**config.mk**
```make
export PLATFORM = sky130hd
export DESIGN_NAME = word_packer
export DESIGN_NICKNAME = d
export VERILOG_FILES = /design/src/rtl/word_packer.sv
export SDC_FILE = /design/constraint.sdc
export NUM_CORES = 1
export LEC_CHECK = 0
export ABC_AREA = 1
export BUFFER_PORTS_ARGS = -buffer_cell sky130_fd_sc_hd__buf_2
export CAP_MARGIN = 20
export CELL_PAD_IN_SITES_DETAIL_PLACEMENT = 1
export CELL_PAD_IN_SITES_GLOBAL_PLACEMENT = 1
export CORE_ASPECT_RATIO = 0.75
export CORE_MARGIN = 8
export CORE_UTILIZATION = 42
export CTS_CLUSTER_SIZE = 28
export DETAILED_ROUTE_END_ITERATION = 16
export GPL_TIMING_DRIVEN = 0
export PLACE_DENSITY_LB_ADDON = 0.1
export SYNTH_ARGS = -nofsm -noshare
export SYNTH_HDL_FRONTEND = slang
export SYNTH_SLANG_ARGS = --single-unit
```
**constraint.sdc**
```tcl
create_clock -name clk_i -period 2.46 [get_ports clk_i]
set_clock_uncertainty 0.05 [all_clocks]
set_input_delay 0.123 -clock clk_i [delete_from_list [all_inputs] [get_ports clk_i]]
set_output_delay 0.123 -clock clk_i [all_outputs]
set_load 0.02 [all_outputs]
```
**src/rtl/word_packer.sv**
```systemverilog
// Lane packer: gathers LANES consecutive DATA_W-bit samples from a valid/ready stream into one
// packed word, with selectable lane order, partial-word flush and output back-pressure.
module word_packer #(
  parameter int unsigned DATA_W    = 8,
  parameter int unsigned LANES     = 4,
  parameter bit          MSB_FIRST = 1'b1
) (
  input  logic                         clk_i,
  input  logic                         rst_ni,
  input  logic [DATA_W-1:0]            in_data_i,
  input  logic                         in_valid_i,
  output logic                         in_ready_o,
  input  logic                         flush_i,
  output logic [LANES*DATA_W-1:0]      out_data_o,
  output logic                         out_valid_o,
  input  logic                         out_ready_i,
  output logic [$clog2(LANES+1)-1:0]   out_count_o,
  output logic                         busy_o
);

  localparam int unsigned WordW  = LANES * DATA_W;
  localparam int unsigned CntW   = $clog2(LANES);
  localparam int unsigned CountW = $clog2(LANES + 1);

  localparam logic [CntW-1:0]   LastIdx   = CntW'(LANES - 1);
  localparam logic [CountW-1:0] FullCount = CountW'(LANES);

  if (DATA_W < 1) begin : g_bad_data_w
    $error("word_packer: DATA_W must be at least 1");
  end
  if (LANES < 2) begin : g_bad_lanes
    $error("word_packer: LANES must be at least 2");
  end

  // Bit offset of lane k inside the packed word.
  function automatic int unsigned lane_lsb(input int unsigned k);
    if (MSB_FIRST) begin
      lane_lsb = (LANES - 1 - k) * DATA_W;
    end else begin
      lane_lsb = k * DATA_W;
    end
  endfunction

  logic [WordW-1:0]  acc_q, acc_d;
  logic [CntW-1:0]   cnt_q, cnt_d;
  logic              flush_pend_q, flush_pend_d;
  logic [WordW-1:0]  out_data_q, out_data_d;
  logic              out_valid_q, out_valid_d;
  logic [CountW-1:0] out_count_q, out_count_d;
  logic              live_q;

  logic              slot_free;
  logic              in_fire;
  logic              word_done;
  logic              flush_take;
  logic              flush_exec;
  logic [WordW-1:0]  acc_upd;
  logic [CntW-1:0]   cnt_upd;
  logic [CountW-1:0] fill_upd;

  assign slot_free  = ~out_valid_q | out_ready_i;
  // live_q keeps in_ready low until the first edge after reset release.
  assign in_ready_o = live_q
                    & ~((cnt_q == LastIdx) & ~slot_free)
                    & ~(flush_pend_q & ~slot_free);
  assign in_fire    = in_valid_i & in_ready_o;
  assign word_done  = in_fire & (cnt_q == LastIdx);
  assign flush_take = flush_i & ((cnt_q != '0) | in_fire);
  assign flush_exec = flush_pend_q & slot_free;

  always_comb begin
    acc_upd = acc_q;
    if (in_fire) begin
      for (int unsigned k = 0; k < LANES; k++) begin
        if (cnt_q == CntW'(k)) begin
          acc_upd[lane_lsb(k) +: DATA_W] = in_data_i;
        end
      end
    end
  end

  assign cnt_upd  = cnt_q + CntW'(in_fire);
  assign fill_upd = CountW'(cnt_q) + CountW'(in_fire);

  always_comb begin
    acc_d        = acc_upd;
    cnt_d        = cnt_upd;
    flush_pend_d = flush_pend_q | flush_take;
    out_data_d   = out_data_q;
    out_count_d  = out_count_q;
    out_valid_d  = out_valid_q & ~out_ready_i;

    if (word_done) begin
      // A completed word absorbs any flush request; no empty word follows.
      out_data_d   = acc_upd;
      out_count_d  = FullCount;
      out_valid_d  = 1'b1;
      acc_d        = '0;
      cnt_d        = '0;
      flush_pend_d = 1'b0;
    end else if (flush_exec) begin
      out_data_d   = acc_upd;
      out_count_d  = fill_upd;
      out_valid_d  = 1'b1;
      acc_d        = '0;
      cnt_d        = '0;
      flush_pend_d = 1'b0;
    end
  end

  always_ff @(posedge clk_i or negedge rst_ni) begin
    if (!rst_ni) begin
      acc_q        <= '0;
      cnt_q        <= '0;
      flush_pend_q <= 1'b0;
      out_data_q   <= '0;
      out_valid_q  <= 1'b0;
      out_count_q  <= '0;
      live_q       <= 1'b0;
    end else begin
      acc_q        <= acc_d;
      cnt_q        <= cnt_d;
      flush_pend_q <= flush_pend_d;
      out_data_q   <= out_data_d;
      out_valid_q  <= out_valid_d;
      out_count_q  <= out_count_d;
      live_q       <= 1'b1;
    end
  end

  assign out_data_o  = out_data_q;
  assign out_valid_o = out_valid_q;
  assign out_count_o = out_count_q;
  assign busy_o      = (cnt_q != '0) | flush_pend_q;

endmodule

```
==> impl_metrics.py <==
metrics = {
    "worst_setup_path": {
        "crit_start": "cnt_q[0]",
        "required_ns": 2.64,
        "worstSetupEndpointType": "flip-flop",
        "cp.arrival_ns": 2.33,
        "critPathKind": "flip-flop to flip-flop",
        "slowest_stage": "dfrtp_1",
        "cpPeakStageDelay_ns": 0.43,
        "crit_top_cell": "nand2_1",
        "path_cells": "nand2_1 > nand2_2 > nand2_2 > nand3_2 > buf_2 > inv_1 > ha_1 > ha_1 > nand2_1 > nand2_1 > nand2_1 > inv_1",
        "r2r_start": "cnt_q[0]",
        "start_kind": "flip-flop",
        "crit_fanout": 10,
    },
    "route": {
        "routedWlPerCell_um": 16.25,
        "drc": 0,
        "firstDrtPassIters": 4,
        "drt-total-wl_um": 10510,
        "drt_iter0_drc": 213,
        "vias_per_cell": 4.946,
        "via_count": 3200,
        "ant_nets": 0,
    },
    "cts": {
        "post-cts-setup-buffers": 0,
        "clk_pin_slew_ns": 0.06,
        "cts_made_buffers": 9,
        "clkLatencyLatePin_ns": 0.33,
        "htreeDepth": 3,
        "clock-sinks": 72,
        "tritoncts": "yes",
        "cts-root-buf": "clkbuf_16",
        "clockBufferDepth": 2,
    },
    "die": {
        "start_util": 0.4321,
        "ios": 51,
        "fp.dieW_um": 123.5,
        "die_area_mm2": 0.01192,
        "row_count": 29,
        "die_h_um": 96.59,
        "fp.coreArea_mm2": 0.008418,
    },
    "synth": {
        "synth_warnings": 0,
        "syn_area_mm2": 0.003637,
        "avgSynthCellArea_um2": 7.706,
        "synth_seq_area_share": 0.4954,
        "syn_inst": 472,
        "synth_fp_nets": 487,
        "ys_seq_elements": 72,
        "synth_cell_types": 21,
    },
    "power": {
        "peakVddDrop_mv": 0.5911,
        "powerDensity_mw_per_mm2": 1287,
        "leakagePower_nw": 2.564,
    },
    "sta": {
        "slew_viol_final": 0,
        "fmax_ghz": 0.4659,
        "rsz0062_at_grt": "no",
        "period_needed_ns": 2.146,
        "worst_pin_slew_ns": 0.5876,
        "setup_viol": 0,
        "setup_tns_ns": 0,
        "hold_viol_final": 0,
        "whs_ns": 0.03259,
        "relSlewSlack": 0.6083,
        "period_share": 0.8725,
    },
    "global_route": {
        "grt_usage": 0.1963,
        "grt_pass1_vias": 3455,
        "grt_overflow": 0,
        "grt_pass1_wl_um": 17960,
        "grt_start_max_net_pins": 46,
        "antenna_found_initial": 0,
    },
    "final_layout": {
        "synthToLayoutAreaGrowth_pct": 20.43,
        "diodes": 0,
        "layout-drive-gt1-share": 0.2152,
        "fin_area_mm2": 0.004380,
        "final_util": 0.5204,
        "fin_nets": 549,
    },
    "flow_run": {
        "drv_cap": 0,
    },
    "placed_design": {
        "place.gp.congestion": 0.7738,
        "hpwl_um": 7638,
        "placed_area_mm2": 0.004048,
        "io_buffers": 49,
    },
    "worst_hold_path": {
        "hp-start": "in_data_i[0]",
        "hp-class": "primary input to flip-flop",
    },
    "run_status": {
        "status": "finished clean",
    },
}
state kept, by name, indices dropped and copies added (netlist names):
| signal | cells |
|---|---|
| out_count_o | 3 |
| live_q | 1 |
| cnt_q | 2 |
| out_data_o | 32 |
| flush_pend_q | 1 |
| out_valid_o | 1 |
| acc_q | 32 |
Yosys cell counts:
cell / number / share of area
nor2_1: 33 / 0.034
a21oi_4: 1 / 0.0045
ha_1: 2 / 0.0069
o21bai_1: 1 / 0.0021
clkbuf_1: 3 / 0.0031
inv_1: 58 / 0.060
nor2_4: 1 / 0.0031
a21oi_2: 20 / 0.048
dfrtp_1: 72 / 0.50
nor2_2: 1 / 0.0017
buf_6: 3 / 0.0093
nand4_4: 1 / 0.0058
buf_2: 16 / 0.022
nand3_1: 89 / 0.12
conb_1: 1 / 0.0010
nand2_2: 3 / 0.0052
buf_1: 1 / 0.0010
nand3_2: 1 / 0.0028
a21oi_1: 4 / 0.0055
inv_2: 4 / 0.0041
nand2_1: 157 / 0.16
placed cells by master (no fill, tap or decap), drive strengths merged:
| master | count |
|---|---|
| inv | 62 |
| conb | 1 |
| buf | 70 |
| ha | 2 |
| nand2 | 160 |
| nand4 | 1 |
| a21oi | 25 |
| nor2 | 35 |
| dlygate4sd3 | 1 |
| clkinvlp | 2 |
| o21bai | 1 |
| clkbuf | 14 |
| nand3 | 90 |
| clkinv | 1 |
| bufinv | 2 |
| dfrtp | 72 |
metrics by stage:
step	setup slack, ns	power [mW]	instances
final	0.3138	5.639	647
after global routing	0.2029	6.091	647
after CTS	0.2902	5.720	647
after detailed placement	0.3063	4.259	630
after global placement	0.4104	4.153	629
after floorplan	0.5427	3.511	472
power breakdown:
part,switching (mW),internal [mW],total (mW)
Combinational,1.67,0.790,2.46
Sequential,0.207,1.56,1.76
Clock,0.503,0.913,1.42
critical path: cells and delay by family, from the launching register on:
family | cells | cell delay (ns)
fa+ha+maj | 2 | 0.48
simple gates | 7 | 0.70
flops | 1 | 0.43
buf+inv | 3 | 0.38
cells by family after synthesis:
group | count (synthesis) | share of synthesized area
AO/OA/AOI/OAI | 26 | 0.06020
adder cells (fa/ha/maj) | 2 | 0.006879
buffers and inverters | 85 | 0.09941
flip-flops | 72 | 0.4954
other | 1 | 0.001031
AND/OR/NAND/NOR | 286 | 0.3371
final timing paths:
kind / to / cells past startpoint / slack [ns]
max in group asynchronous: out_data_o[23] / 3 / 1.57
max reg2reg: out_count_o[1] / 12 / 0.31
max: out_count_o[1] / 12 / 0.31
min in group asynchronous: out_data_o[1] / 2 / 0.21
min: out_data_o[0] / 3 / 0.03
min reg2reg: acc_q[2] / 2 / 0.45
final cells by class:
type | count | area [um2]
clock inverters | 5 | 80.08
fillers | 1072 | 4038
multi-input cells | 315 | 1474
clock buffers | 11 | 242.7
flip-flops and latches | 72 | 1802
well taps | 108 | 135.1
plain buffers | 23 | 128.9
repair buffers | 51 | 285.3
inverters | 62 | 232.7
routing by layer:
metal	vias up	global-route usage	routed length [um]
met5	-	0	0
met4	0	0.06993	176
met3	13	0.04820	530
met2	63	0.3080	4639
met1	1536	0.2600	5167
li1	1588	-	-
what timing repair did:
item                                   CTS  global route
endpoints found under the hold margin   27             0
gates resized for setup                  0             0
hold buffers                             1             0
Power figures use the tool's default switching activity.
